$ cat src/rtl/instruction_fetch_unit_if.sv
// instruction_fetch_unit_if: request/acknowledge bus between the fetch unit and instruction memory
interface instruction_fetch_unit_if;
  logic [31:0] imem_address;
  logic imem_req;
  logic imem_ack;
  logic [31:0] imem_instruction;
  modport master (output imem_address, imem_req, input imem_ack, imem_instruction);
  modport slave (input imem_address, imem_req, output imem_ack, imem_instruction);
endinterface

$ cat src/rtl/instruction_fetch_unit.sv
// instruction_fetch_unit: owns the fetch PC, requests instruction words and queues them for decode
module instruction_fetch_unit #(
  parameter logic [31:0] RESET_PC = 32'h0000_0000,
  parameter int QUEUE_DEPTH = 2
) (
  input logic clk,
  input logic reset,
  instruction_fetch_unit_if.master imem,
  input logic stall,
  input logic redirect,
  input logic [31:0] redirect_pc,
  output logic [31:0] if_pc,
  output logic [31:0] if_instruction,
  output logic if_valid
);
  localparam int AW = $clog2(QUEUE_DEPTH);
  localparam logic [AW:0] FULL = (AW + 1)'(QUEUE_DEPTH);
  typedef enum logic {FETCH, DISCARD} state_t;
  state_t state, state_n;
  logic [31:0] fetch_pc, fetch_pc_n, pending_pc, pending_pc_n, target;
  logic [AW:0] count;
  logic [AW-1:0] rd_ptr, wr_ptr;
  logic [31:0] pc_q [QUEUE_DEPTH];
  logic [31:0] instr_q [QUEUE_DEPTH];
  logic xfer, push, pop;
  assign target = {redirect_pc[31:2], 2'b00};
  assign if_valid = count != '0;
  assign if_pc = if_valid ? pc_q[rd_ptr] : '0;
  assign if_instruction = if_valid ? instr_q[rd_ptr] : '0;
  // DISCARD keeps the outstanding request alive until memory answers, then drops that word
  always_comb begin
    state_n = state;
    fetch_pc_n = fetch_pc;
    pending_pc_n = redirect ? target : pending_pc;
    imem.imem_req = reset && (state == DISCARD || count < FULL);
    imem.imem_address = fetch_pc;
    xfer = imem.imem_req && imem.imem_ack;
    push = state == FETCH && xfer && !redirect;
    pop = if_valid && !stall;
    if (state == DISCARD) begin
      if (imem.imem_ack) begin
        state_n = FETCH;
        fetch_pc_n = pending_pc_n;
      end
    end else if (redirect) begin
      if (imem.imem_req && !imem.imem_ack) state_n = DISCARD;
      else fetch_pc_n = target;
    end else if (xfer) begin
      fetch_pc_n = fetch_pc + 32'd4;
    end
  end
  always_ff @(posedge clk) begin
    if (!reset) begin
      state <= FETCH;
      fetch_pc <= RESET_PC;
      pending_pc <= RESET_PC;
      count <= '0;
      rd_ptr <= '0;
      wr_ptr <= '0;
    end else begin
      state <= state_n;
      fetch_pc <= fetch_pc_n;
      pending_pc <= pending_pc_n;
      if (redirect) begin
        count <= '0;
        rd_ptr <= '0;
        wr_ptr <= '0;
      end else begin
        if (push) wr_ptr <= wr_ptr + AW'(1);
        if (pop) rd_ptr <= rd_ptr + AW'(1);
        count <= count + (AW + 1)'(push) - (AW + 1)'(pop);
      end
    end
  end
  always_ff @(posedge clk) begin
    if (push) begin
      pc_q[wr_ptr] <= fetch_pc;
      instr_q[wr_ptr] <= imem.imem_instruction;
    end
  end
endmodule

$ cat src/flat_wrapper.sv
// flat-port wrapper written by rule: the top's interface ports become plain ports
module instruction_fetch_unit_flat 
#(
  parameter logic [31:0] RESET_PC = 32'h0000_0000,
  parameter int QUEUE_DEPTH = 2
)
  (clk, reset, stall, redirect, redirect_pc, if_pc, if_instruction, if_valid, imem_imem_address, imem_imem_req, imem_imem_ack, imem_imem_instruction);
  instruction_fetch_unit_if imem_i ();
  input logic clk;
  input logic reset;
  input logic stall;
  input logic redirect;
  input logic [31:0] redirect_pc;
  output logic [31:0] if_pc;
  output logic [31:0] if_instruction;
  output logic if_valid;
  output wire logic [$bits(imem_i.imem_address)-1:0] imem_imem_address;
  output wire logic [$bits(imem_i.imem_req)-1:0] imem_imem_req;
  input wire logic [$bits(imem_i.imem_ack)-1:0] imem_imem_ack;
  input wire logic [$bits(imem_i.imem_instruction)-1:0] imem_imem_instruction;
  assign imem_imem_address = imem_i.imem_address;
  assign imem_imem_req = imem_i.imem_req;
  assign imem_i.imem_ack = imem_imem_ack;
  assign imem_i.imem_instruction = imem_imem_instruction;
  instruction_fetch_unit #(.RESET_PC(RESET_PC), .QUEUE_DEPTH(QUEUE_DEPTH)) u_core (.clk(clk), .reset(reset), .imem(imem_i), .stall(stall), .redirect(redirect), .redirect_pc(redirect_pc), .if_pc(if_pc), .if_instruction(if_instruction), .if_valid(if_valid));
endmodule
$ cat config.mk
export PLATFORM = sky130hd
export DESIGN_NAME = instruction_fetch_unit_flat
export DESIGN_NICKNAME = d
export VERILOG_FILES = /design/src/rtl/instruction_fetch_unit_if.sv /design/src/rtl/instruction_fetch_unit.sv /design/src/flat_wrapper.sv
export SDC_FILE = /design/constraint.sdc
export NUM_CORES = 1
export LEC_CHECK = 0
export CORE_MARGIN = 2
export CORE_UTILIZATION = 49
export DETAILED_ROUTE_END_ITERATION = 6
export PLACE_DENSITY = 0.76
export REMOVE_ABC_BUFFERS = 1
export SLEW_MARGIN = 10
export SYNTH_ARGS = -nofsm -noshare
export SYNTH_HDL_FRONTEND = slang
export SYNTH_SLANG_ARGS = --single-unit
$ cat constraint.sdc
create_clock -name clk -period 15.8 [get_ports clk]
set_input_delay 4.74 -clock clk [delete_from_list [all_inputs] [get_ports clk]]
set_output_delay 4.74 -clock clk [all_outputs]
set_load 0.03 [all_outputs]
==> flow_metrics.env <==
export IMPL_synth_top_family_by_area="simple AND/OR/NAND/NOR gates"
export IMPL_via_per_inst=5.53
export IMPL_peakVddDrop_mv=0.0810
export IMPL_routedWlPerCell_um=16.8
export IMPL_synth_edf_count=128
export IMPL_finalSetupTns_ns=0
export IMPL_drt_iter0_drc=478
export IMPL_period_share_pct=70.1
export IMPL_gr_total_overflow=0
export IMPL_hp_class="reg2reg"
export IMPL_hold_depth=2
export IMPL_drive_above_1_share_pct=6.39
export IMPL_muxShareOfSynthArea_pct=10.8
export IMPL_chipHeight_um=135
export IMPL_ctsHoldBuffers=0
export IMPL_regArea_mm2=0.00525
export IMPL_rr_worst_depth=4
export IMPL_routed_wl_um=18500
export IMPL_yosysTopAreaCell="edfxtp_1"
export IMPL_async_flop_share_pct=0
export IMPL_grt_total_usage_pct=20.5
export IMPL_setup_violations_final=0
export IMPL_gp_congestion=0.840
export IMPL_crit_reg2reg_capture="u_core.pc_q[0][2]$_DFFE_PP_"
export IMPL_worstHoldStart="u_core.pending_pc[3]$_SDFF_PN0_"
export IMPL_power_switching_mw=0.279
export IMPL_diodes=0
export IMPL_rsz0062_at_grt="no"
export IMPL_grt_pass1_vias=5790
export IMPL_netlist_top_cells_area="edfxtp_1, dfxtp_1, mux2i_1"
export IMPL_clk_latency_ns=0.44
export IMPL_yosysSeqAreaShare_pct=62.0
export IMPL_area_growth_pct=28.8
export IMPL_yosysTopAreaCellShare_pct=45.4
export IMPL_synth_distinct_cells=57
export IMPL_hpwl_um=11900
export IMPL_hold_violations=0
export IMPL_multi_input_area_mm2=0.00298
export IMPL_rrSetupSlack_ns=12.92
export IMPL_initial_core_util_pct=49.4
export IMPL_slew_headroom_pct=28.9
export IMPL_grt_pass1_wl_um=29300
export IMPL_drt_pass1_iterations=5
export IMPL_synth_seq_cells=198
export IMPL_timing_rr_start="u_core.state$_SDFF_PN0_"
export IMPL_worstSetupPathType="in2out"
export IMPL_whs_endpoint="u_core.pending_pc[3]$_SDFF_PN0_"
export IMPL_synth_compound_area_share_pct=10.2
export IMPL_cts_buffer_depth=2
export IMPL_final_min_clock_period_ns=11.08
export IMPL_clk_pin_slew_ns=0.07
export IMPL_fp_dieW_um=135
export IMPL_die_area_mm2=0.0183
export IMPL_cp_arrival_ns=6.34
export IMPL_cp_data_required_time_ns=11.06
export IMPL_drc=0
export IMPL_syn_area_mm2=0.00846
export IMPL_status="finished, final reports clean"
export IMPL_vias=6097
export IMPL_cap_viol_max_count=0
export IMPL_yosys_area_share_simple_pct=13.2
export IMPL_cts_sinks=198
export IMPL_numCtsBuffers=17
export IMPL_end_kind="output pin"
export IMPL_htree_num_levels=4
export IMPL_fin_total_pwr_mw=1.15
export IMPL_seqPwrFrac_pct=50.5
export IMPL_cellPowerDensity_mw_per_mm2=106
export IMPL_p_comb_share_pct=9.8
export IMPL_grt_max_degree=67
export IMPL_fin_worst_skew_ns=0.0117
export IMPL_final_nets=936
export IMPL_syn_area_per_cell_um2=11.8
export IMPL_path_max_fanout=27
export IMPL_rows=48
export IMPL_core_mm2=0.0171
export IMPL_cts_tree="built"
export IMPL_grt_antenna_before_repair=0
export IMPL_yosysWarnings=0
export IMPL_leakage_nw=3.66
export IMPL_postSynthCellCount=719
export IMPL_clk_root_buffer_cell="clkbuf_16"
export IMPL_antenna_left=0
export IMPL_tightestPinTransition_ns=1.07
export IMPL_power_internal_mw=0.873
export IMPL_timing_fmax_ghz=0.0903
export IMPL_synth_adder_area_share_pct=0.444
export IMPL_num_fill_cells=1359
export IMPL_pwr_share_clk_pct=39.7
export IMPL_synthFlopType="edfxtp_1"
export IMPL_cts_setup_buffers=0
export IMPL_finalMaxSlewViolations=0
export IMPL_ctsResizeCount=0
export IMPL_switching_share_pct=24.2
export IMPL_num_io_pins=167
export IMPL_synth_xor_area_share_pct=0.414
export IMPL_cp_startpoint="reset"
export IMPL_start_kind="primary input"
export IMPL_port_buffers=164
[flip-flops by register name, summed over array words and instances (netlist names), named ones only]
signal                    flops
u_core.count                  2
u_core.wr_ptr                 1
u_core.imem.imem_address     32
u_core.rd_ptr                 1
u_core.pending_pc            32
u_core.state                  1
u_core.pc_q                  64
u_core.instr_q               64
[metal layers]
layer	vias up	share of wire [%]	track usage, %
li1	2944	-	-
met1	2929	44	26.9
met2	203	49	34.2
met3	21	6.0	4.53
met4	0	1.4	6.60
met5	-	0	0
[per-stage QoR]
| step | instances | instance area [um2] | utilization (%) | hold slack [ns] | setup slack [ns] |
|---|---|---|---|---|---|
| after detailed placement | 1070 | 10300 | 60.0 | 0.456 | 4.71 |
| final | 1102 | 10900 | 63.7 | 0.468 | 4.72 |
| after floorplan | 671 | 8240 | - | 0.445 | 6.03 |
| after global routing | 1102 | 10900 | 63.7 | 0.483 | 4.66 |
| after global placement | 1070 | 10300 | 60.0 | 0.452 | 4.70 |
| after CTS | 1102 | 10900 | 63.7 | 0.469 | 4.73 |
[power groups by stage]
stage | Combinational, mW | Clock (mW) | Sequential (mW)
after floorplan | 0.0485 | 0 | 0.600
after global placement | 0.111 | 0 | 0.592
after detailed placement | 0.113 | 0 | 0.593
after CTS | 0.113 | 0.464 | 0.582
after global routing | 0.122 | 0.487 | 0.584
final | 0.113 | 0.457 | 0.582
[critical path, cell delays in order]
cell and delay, ns:
clkdlybuf4s50_1 0.45, buf_4 0.27, and2_1 0.20, clkdlybuf4s50_1 0.67
[worst max path at each step]
stage | endpoint | slack (ns) | cells past startpoint
finish | imem_imem_req | 4.72 | 4
global route | imem_imem_req | 4.66 | 4
CTS | imem_imem_req | 4.73 | 4
detailed placement | imem_imem_req | 4.71 | 4
global placement | imem_imem_req | 4.70 | 4
floorplan | imem_imem_req | 6.03 | 1
[synthesized netlist by cell type, types with 3 or more instances]
library cell	instances
a22o_1	10
nand2b_1	3
o21ai_0	17
and3_1	9
o41ai_1	5
xnor2_1	3
o21a_1	4
edfxtp_1	128
a32o_1	3
a31oi_1	6
o31ai_1	6
buf_2	19
o211ai_1	3
nand4_1	4
dfxtp_1	70
a21oi_1	33
o22ai_1	6
clkbuf_1	25
and2_1	9
nor3_1	10
nand3_1	12
inv_1	9
a311o_1	3
nor2_1	117
o2bb2ai_1	3
ha_1	3
mux2i_1	91
a22oi_1	8
nor4_1	3
and4_1	4
o311ai_0	3
nor2b_1	3
nand2_1	54
[cells by family (layout without fill, tap and decap cells)]
kind of cell | Yosys count | after routing
xor+xnor | 4 | 4
simple gates | 240 | 240
fa+ha+maj | 3 | 3
buf+inv | 58 | 216
compound gates | 125 | 125
flops | 198 | 198
mux | 91 | 91
[cell type report]
type	count	area share, %
Clock inverter	15	1.91
Clock buffer	17	3.90
Tap cell	225	2.58
Multi-Input combinational cell	463	27.4
Sequential cell	198	48.2
Timing Repair Buffer	174	15.7
Inverter	10	0.344
[layout by cell type (no fill, tap or decap), types with 12 or more instances in the layout]
master | synthesis | layout
clkdlybuf4s50_1 | 0 | 163
edfxtp_1 | 128 | 128
nor2_1 | 117 | 114
mux2i_1 | 91 | 91
dfxtp_1 | 70 | 69
nand2_1 | 54 | 54
a21oi_1 | 33 | 33
o21ai_0 | 17 | 17
clkbuf_16 | 0 | 17
nand3_1 | 12 | 12
No activity file was read; power rests on OpenSTA's default activity.
